### config.mk
export PLATFORM = sky130hd
export DESIGN_NAME = bcd_down_timer_flat
export DESIGN_NICKNAME = d
export VERILOG_FILES = /design/src/rtl/bcd_pkg.sv /design/src/rtl/bcd_down_timer_if.sv /design/src/rtl/bcd_down_digit.sv /design/src/rtl/bcd_down_timer.sv /design/src/flat_wrapper.sv
export SDC_FILE = /design/constraint.sdc
export NUM_CORES = 1
export LEC_CHECK = 0
export ABC_AREA = 1
export ABC_CLOCK_PERIOD_IN_PS = 1600
export CAP_MARGIN = 20
export CORE_MARGIN = 8
export CORE_UTILIZATION = 45
export DETAILED_ROUTE_END_ITERATION = 10
export HOLD_SLACK_MARGIN = 0.15
export MAX_ROUTING_LAYER = met4
export PLACE_DENSITY = 0.77
export SLEW_MARGIN = 20
export SYNTH_ARGS = -nofsm -noshare
export SYNTH_HDL_FRONTEND = slang
export SYNTH_SLANG_ARGS = --single-unit
### constraint.sdc
create_clock -name clk -period 1.6 [get_ports clk]
set_input_delay 0.4 -clock clk [delete_from_list [all_inputs] [get_ports clk]]
set_output_delay 0.4 -clock clk [all_outputs]
set_load 0.03 [all_outputs]
### src/rtl/bcd_pkg.sv
// bcd_pkg: shared BCD types, constants and helpers for the BCD counters and timers
package bcd_pkg;
    typedef enum logic [1:0] {IDLE, RUN, PAUSE} bcd_tmr_state_t;
    localparam logic [3:0] BCD_MAX = 4'd9;
    function automatic logic is_bcd(input logic [3:0] nibble);
        return nibble <= BCD_MAX;
    endfunction
endpackage

### src/rtl/bcd_down_timer_if.sv
// bcd_down_timer_if: control/status bundle between a timer and its controller
interface bcd_down_timer_if #(parameter int DIGITS = 4);
    logic                  load;
    logic [4*DIGITS-1:0]   load_val;
    logic                  start;
    logic                  pause;
    logic                  tick;
    logic [4*DIGITS-1:0]   count;
    logic                  busy;
    logic                  done;
    logic                  load_err;
    modport master (output load, load_val, start, pause, tick, input count, busy, done, load_err);
    modport slave  (input load, load_val, start, pause, tick, output count, busy, done, load_err);
endinterface

### src/rtl/bcd_down_digit.sv
// bcd_down_digit: one BCD digit decrement cell; 0 wraps to 9 and borrows onward
import bcd_pkg::*;
module bcd_down_digit (
    input  logic [3:0] digit_i,
    input  logic       borrow_i,
    output logic [3:0] digit_o,
    output logic       borrow_o
);
    assign borrow_o = borrow_i && digit_i == 4'd0;
    assign digit_o  = !borrow_i ? digit_i : (digit_i == 4'd0 ? BCD_MAX : digit_i - 4'd1);
endmodule

### src/rtl/bcd_down_timer.sv
// bcd_down_timer: loadable multi-digit BCD countdown with pause/resume, done pulse
// and optional auto-reload at terminal count
import bcd_pkg::*;
module bcd_down_timer #(
    parameter int DIGITS      = 4,
    parameter bit AUTO_RELOAD = 1'b0
) (
    input logic              clk,
    input logic              reset,
    bcd_down_timer_if.slave  tmr
);
    localparam int W = 4 * DIGITS;
    bcd_tmr_state_t state_q, state_d;
    logic [W-1:0]   count_q, count_d, reload_q, reload_d, dec;
    logic           done_q, done_d, err_q, err_d;
    logic [DIGITS:0]   borrow;
    logic [DIGITS-1:0] nib_ok;
    logic           nonzero;
    assign borrow[0] = 1'b1;
    for (genvar i = 0; i < DIGITS; i++) begin : g_dig
        bcd_down_digit u_dig (
            .digit_i  (count_q[4*i +: 4]),
            .borrow_i (borrow[i]),
            .digit_o  (dec[4*i +: 4]),
            .borrow_o (borrow[i+1])
        );
        assign nib_ok[i] = is_bcd(tmr.load_val[4*i +: 4]);
    end
    // a borrow out of the top digit means every digit was zero
    assign nonzero = !borrow[DIGITS];
    always_comb begin
        state_d  = state_q;
        count_d  = count_q;
        reload_d = reload_q;
        done_d   = 1'b0;
        err_d    = err_q;
        if (tmr.load) begin
            err_d = !(&nib_ok);
            if (&nib_ok) begin
                count_d  = tmr.load_val;
                reload_d = tmr.load_val;
                state_d  = IDLE;
            end
        end else if (tmr.pause) begin
            state_d = state_q == RUN ? PAUSE : state_q;
        end else if (tmr.start) begin
            state_d = (state_q == PAUSE || (state_q == IDLE && nonzero)) ? RUN : state_q;
        end else if (tmr.tick && state_q == RUN && nonzero) begin
            if (count_q == W'(1)) begin
                done_d  = 1'b1;
                count_d = AUTO_RELOAD ? reload_q : '0;
                state_d = AUTO_RELOAD ? RUN : IDLE;
            end else begin
                count_d = dec;
            end
        end
    end
    always_ff @(posedge clk) begin
        if (reset) begin
            state_q  <= IDLE;
            count_q  <= '0;
            reload_q <= '0;
            done_q   <= 1'b0;
            err_q    <= 1'b0;
        end else begin
            state_q  <= state_d;
            count_q  <= count_d;
            reload_q <= reload_d;
            done_q   <= done_d;
            err_q    <= err_d;
        end
    end
    assign tmr.count    = count_q;
    assign tmr.busy     = state_q != IDLE;
    assign tmr.done     = done_q;
    assign tmr.load_err = err_q;
endmodule

### src/flat_wrapper.sv
// flat-port wrapper written by rule: the top's interface ports become plain ports
module bcd_down_timer_flat 
#(
    parameter int DIGITS      = 4,
    parameter bit AUTO_RELOAD = 1'b0
)
  (clk, reset, tmr_load, tmr_load_val, tmr_start, tmr_pause, tmr_tick, tmr_count, tmr_busy, tmr_done, tmr_load_err);
  bcd_down_timer_if #(.DIGITS(DIGITS)) tmr_i ();
  input logic clk;
  input logic reset;
  input wire logic [$bits(tmr_i.load)-1:0] tmr_load;
  input wire logic [$bits(tmr_i.load_val)-1:0] tmr_load_val;
  input wire logic [$bits(tmr_i.start)-1:0] tmr_start;
  input wire logic [$bits(tmr_i.pause)-1:0] tmr_pause;
  input wire logic [$bits(tmr_i.tick)-1:0] tmr_tick;
  output wire logic [$bits(tmr_i.count)-1:0] tmr_count;
  output wire logic [$bits(tmr_i.busy)-1:0] tmr_busy;
  output wire logic [$bits(tmr_i.done)-1:0] tmr_done;
  output wire logic [$bits(tmr_i.load_err)-1:0] tmr_load_err;
  assign tmr_i.load = tmr_load;
  assign tmr_i.load_val = tmr_load_val;
  assign tmr_i.start = tmr_start;
  assign tmr_i.pause = tmr_pause;
  assign tmr_i.tick = tmr_tick;
  assign tmr_count = tmr_i.count;
  assign tmr_busy = tmr_i.busy;
  assign tmr_done = tmr_i.done;
  assign tmr_load_err = tmr_i.load_err;
  bcd_down_timer #(.DIGITS(DIGITS), .AUTO_RELOAD(AUTO_RELOAD)) u_core (.clk(clk), .reset(reset), .tmr(tmr_i));
endmodule
==> Word level (Yosys, flattened, before mapping) <==
Cells that the tools add are included.
{ "classes": {"n_addsub": 4, "n_lt_le_gt_ge": 4, "n_eq_ne": 8, "muxes": 22, "n_bitwise": 1, "reduce_logical": 28} }
{ "op_table": {"columns": ["operator", "count"], "rows": [
  ["$mux 16", 6],
  ["$mux 4", 7],
  ["$reduce_and 5->1", 4],
  ["$eq 16x1->1 const B", 1],
  ["$le 4x4->1 const B", 4],
  ["$logic_not 4->1", 4],
  ["$mux 2", 8],
  ["$sub 4x1->4 const B", 4],
  ["$reduce_bool 3->1", 3],
  ["$reduce_and 4->1", 2],
  ["$reduce_bool 4->1", 2],
  ["$logic_and 1x1->1", 6],
  ["$reduce_or 5->1", 1],
  ["$ne 2x2->1 const B", 2],
  ["$ne 4x2->1 const B", 1],
  ["$reduce_bool 2->1", 2],
  ["$ne 3x2->1 const B", 1],
  ["$eq 2x1->1 const B", 1],
  ["$eq 2x2->1 const B", 1],
  ["$logic_not 1->1", 2],
  ["$logic_not 2->1", 1],
  ["$ne 2x1->1 const B", 1],
  ["$logic_or 1x1->1", 1],
  ["$mux 1", 1],
  ["$not 1->1", 1]
]} }
{ "word_totals": {"ff_bits": 20, "wordCells": 74} }

==> Logic depth before layout (Yosys ltp) <==
{ "logic_depth": {"word_depth": 11, "depth_mapped": 12} }

==> By module <==
From an unflattened synthesis, not the netlist that was laid out.
{ "unflattened": {"hier_cells": 253, "hier_area_um2": 1503.9} }
{ "by_module_without_submodules": {"columns": ["module", "n_inst", "cells_per_inst", "area_each_um2"], "rows": [
  ["bcd_down_timer", 1, 185, 1153.6],
  ["bcd_down_digit", 4, 17, 87.6]
]} }

==> Least setup slack after synthesis <==
Ideal clock, no wire load.
{ "synth_timing": {"path_type": "flip-flop to flip-flop", "from": "register u_core.count_q[4], in the netlist u_core.tmr.count[4]", "to": "register u_core.count_q[6], in the netlist u_core.tmr.count[6]", "setup_time_ns": 0.116, "arrival_time_ns": 1.688, "t_required_ns": 1.484, "slack_ns": -0.203, "path_stages_with_launch": 12, "path_cell_list": "dfxtp_1 inv_1 ha_1 nand3_1 nor2_4 nand3_2 nand2_4 o21ai_4 buf_6 nand3_1 nand2_1 nor2_1"} }
{ "synth_between": {"elab_chain_len": 8, "word_cells_on_any_way": 18} }
{ "synth_lines": {"columns": ["element", "line_no", "rtl"], "rows": [
  ["start: declaration", "bcd_down_timer.sv:14", "logic [W-1:0] count_q, count_d, reload_q, reload_d, dec;"],
  ["start signal: assignment", "bcd_down_timer.sv:67", "count_q <= count_d;"],
  ["$sub 4x1->4 / $logic_not 4->1 (equally long branches)", "bcd_down_digit.sv:10, bcd_down_digit.sv:9", null],
  ["$mux 4 / $logic_and 1x1->1 (equally long branches) (2 in a row)", "bcd_down_digit.sv:10, bcd_down_digit.sv:9", null],
  ["$mux 16 / $logic_and 1x1->1 (equally long branches)", "bcd_down_timer.sv:49, bcd_down_digit.sv:9", null],
  ["$mux 16 / $logic_not 1->1 (equally long branches)", "bcd_down_timer.sv:48, bcd_down_timer.sv:30", null],
  ["$mux 16 / $logic_and 1x1->1 (equally long branches)", "bcd_down_timer.sv:46, bcd_down_timer.sv:48", null],
  ["$mux 16 / $reduce_bool 2->1 (equally long branches)", null, null],
  ["$mux 16 / $reduce_and 5->1 (equally long branches)", null, null]
]} }
Parallel ways exist; a longest one is shown, timed or not. The select of a mux whose other input is x is not followed.
A chain may end at the register's enable or synchronous reset.

==> Final worst setup path <==
{ "layout_timing": {"from": "register u_core.count_q[3], in the netlist u_core.tmr.count[3]", "to": "register u_core.count_q[10], in the netlist u_core.tmr.count[10]"} }
{ "layout_between": {"elab_chain_len": 8, "word_cells_on_any_way": 15} }
{ "layout_lines": {"columns": ["element"], "rows": [
  ["parallel branches: the longest is 8 deep, another holds $eq 16x1->1"]
]} }
Several ways; the timed one is not identified. The select of a mux whose other input is x is not followed.

==> flow_summary.ini <==
[synthesis]
synth_area_leaders = dfxtp_1, nand2_1, nor2_1, nand3_1, a21oi_1
syn_area_mm2 = 0.001634
synth.distinct_cells = 31
synthAdderAreaFrac = 0.06126
synthArstFlopShare = 0
synth_top_area_cell = dfxtp_1
synth-edff-count = 0
muxShareOfSynthArea = 0
synth_xor_area_frac = 0.01608
yosysMostFrequentCell = nand2_1
syn_inst = 257
synth_flop_cell = dfxtp_1
ys_warn_count = 0
synth_nets = 287
synth_compound_area_frac = 0.1539
ys_seq_area_frac = 0.2450
syn_area_per_cell_um2 = 6.358
synthTopCellsByCount = nand2_1, nor2_1, inv_1, nand3_1
ys_seq_elements = 20
yosys.area_share.simple = 0.4326
synth_top_area_share = 0.2450
synth_top_family_by_area = simple AND/OR/NAND/NOR gates

[routing]
dr_total_vias = 2008
dr.pass1.iters = 4
drtIter0Drc = 144
post_drt_via_cell_ratio = 5.084
wirelength_mm = 5.469
drc = 0
wl_per_cell_um = 13.85
drtAntennaViolNets = 0

[finish]
syn2layout_area_growth_pct = 68.15
drive_gt1_frac = 0.4352
num_antenna_cells = 0
fin_nets = 378

[clock_tree]
cts.sinks = 20
clock_path_buffers = 2
h-tree-depth = 1
clockRootBuffer = clkbuf_4
cts.clk_slew.worst_paths_ns = 0.13
clk_latency_ns = 0.33
cts_made_buffers = 3
cts_tree = built

[sta]
relSlewSlack = 0.7699
worstMarginPinSlew_ns = 0.3425
hold_viol = 0
skew_ns = 0.01553
finalSetupViolCount = 19
rsz0062_at_grt = yes
fin_crit_ns = 1.760
post-route-period-util = 1.100
slew_violations = 0
fin_ws_ns = -0.1599
max_freq_mhz = 568.2

[setup_path]
cp.buffers_inverters = 1
cp_cell_sequence = nor2_1 -> nand2_4 -> nor2_4 -> buf_4 -> nor2_1 -> and2_4 -> nor2_8 -> nand2_2 -> nor2_1 -> nor2_1
cp_common_cell = nor2_1
slowest_stage = dfxtp_2
startpoint = u_core.tmr.count[3]
worstPathRequired_ns = 1.84
r2r_start = u_core.tmr.count[3]
crit_family = simple AND/OR/NAND/NOR gates
critical_path_arrival_ns = 2.00
critPathLaunchType = flip-flop
cpPeakStageDelay_ns = 0.39
crit_fanout = 7
cp-end-kind = flip-flop
crit_type = flip-flop to flip-flop

[die]
rows = 22
top_level_ports = 41
coreArea_mm2 = 0.003578
fp.dieH_um = 76.26
die-area_mm2 = 0.005816
die_w_um = 76.26
start_util = 0.4566

[global_routing]
grt_pass1_wl_mm = 8.852
overflow = 0
track_usage = 0.1843
grt_max_degree = 20
grt_pass1_vias = 2009
grt_antenna_before_repair = 0

[status]
violations = negative setup slack
status = finished with violations

[pwr]
cellLeakagePower_nw = 1.302
irDropWorstVdd_v = 0.0003934
power.total_w = 0.001961
pwr_density_cell_mw_per_mm2 = 713.5

[run]
maxCapViolCount = 0

[placed_design]
portBuffers = 40
gp_congestion = 0.8424
hpwl_mm = 3.778
dp_slack_ns = -0.4504

[min_path]
min_from = tmr_load_val[10]
min_path_type = primary input to flip-flop
-- path summary, 6_finish.rpt --
kind                            cells after the start  slack [ns]                    to
worst max-delay path                               10       -0.16  u_core.tmr.count[10]
worst min-delay path                                5        0.49  u_core.tmr.count[10]
worst max register to register                     10       -0.16  u_core.tmr.count[10]
worst min register to register                      2        0.49   u_core.tmr.load_err
-- layer usage --
| metal | GRT usage | share of wire | up-vias |
|---|---|---|---|
| li1 | - | - | 1007 |
| met1 | 0.2072 | 0.42 | 927 |
| met2 | 0.3119 | 0.51 | 61 |
| met3 | 0.02948 | 0.042 | 13 |
| met4 | 0.08654 | 0.028 | 0 |
| met5 | - | 0 | - |
-- sequential cells by signal, indices dropped and copies added, names as in the netlist --
| signal | cells |
|---|---|
| u_core.tmr.load_err | 1 |
| u_core.tmr.count | 16 |
| u_core.state_q | 2 |
| u_core.tmr.done | 1 |
-- tightest hold or removal path, cell delays in order --
cell            delay, ns
dlymetal6s2s_1       0.10
nand2_1              0.06
o21ai_0              0.08
nor2_1               0.06
nor2_1               0.09
-- metrics by stage --
stage	instance area (µm²)	hold WS (ns)	TNS, ns	std cells	util
after floorplan	1689	0.4691	-0.001042	257	-
after global placement	2444	0.4555	-6.489	383	0.6829
after detailed placement	2444	0.4707	-7.197	383	0.6829
after CTS	2600	0.4831	-0.4050	393	0.7266
after global routing	2748	0.5107	-3.066	395	0.7678
final	2748	0.4886	-1.516	395	0.7678
-- cell type report --
cell class / count / area (µm²)
multi-input cells: 201 / 1320
fillers: 270 / 830.8
repair buffers: 92 / 783.3
flip-flops and latches: 20 / 435.4
inverters: 30 / 122.6
well taps: 48 / 60.06
clock buffers: 4 / 26.28
-- placed cells by master, fill, tap and decap left out, types with 3 or more instances in the layout --
cell             count
a21oi_1             19
buf_4               49
buf_6                3
clkbuf_2             4
clkbuf_4             3
clkdlybuf4s15_1      3
clkdlybuf4s15_2      3
clkdlybuf4s50_1     16
dfxtp_1              8
dfxtp_2              4
dfxtp_4              8
dlygate4sd2_1        8
dlymetal6s2s_1       5
ha_1                 3
ha_4                 5
inv_1               12
inv_2               13
inv_4                4
nand2_1             45
nand2_2             14
nand2_4              5
nand3_1              8
nand3_2             13
nor2_1              38
nor2_4               7
nor3_1               6
o21ai_0             14
o21ai_1              4
o21ai_2              3
xor2_1               3
-- cells by family after synthesis --
family | after synthesis
xor+xnor | 3
fa+ha+maj | 8
compound gates | 45
simple gates | 145
flops | 20
buf+inv | 36
-- where the power goes --
group          switching (W)  internal, W
combinational       0.000619     0.000471
clock               0.000178    0.0000981
sequential         0.0000528     0.000543
total               0.000849      0.00111
-- what timing repair did --
item,4_1_cts,5_1_grt
setup endpoints to repair,37,26
hold buffers,0,0
setup buffers,6,2
resized for setup,55,52
pin swaps,13,29
(Power assumes the default switching activity.)
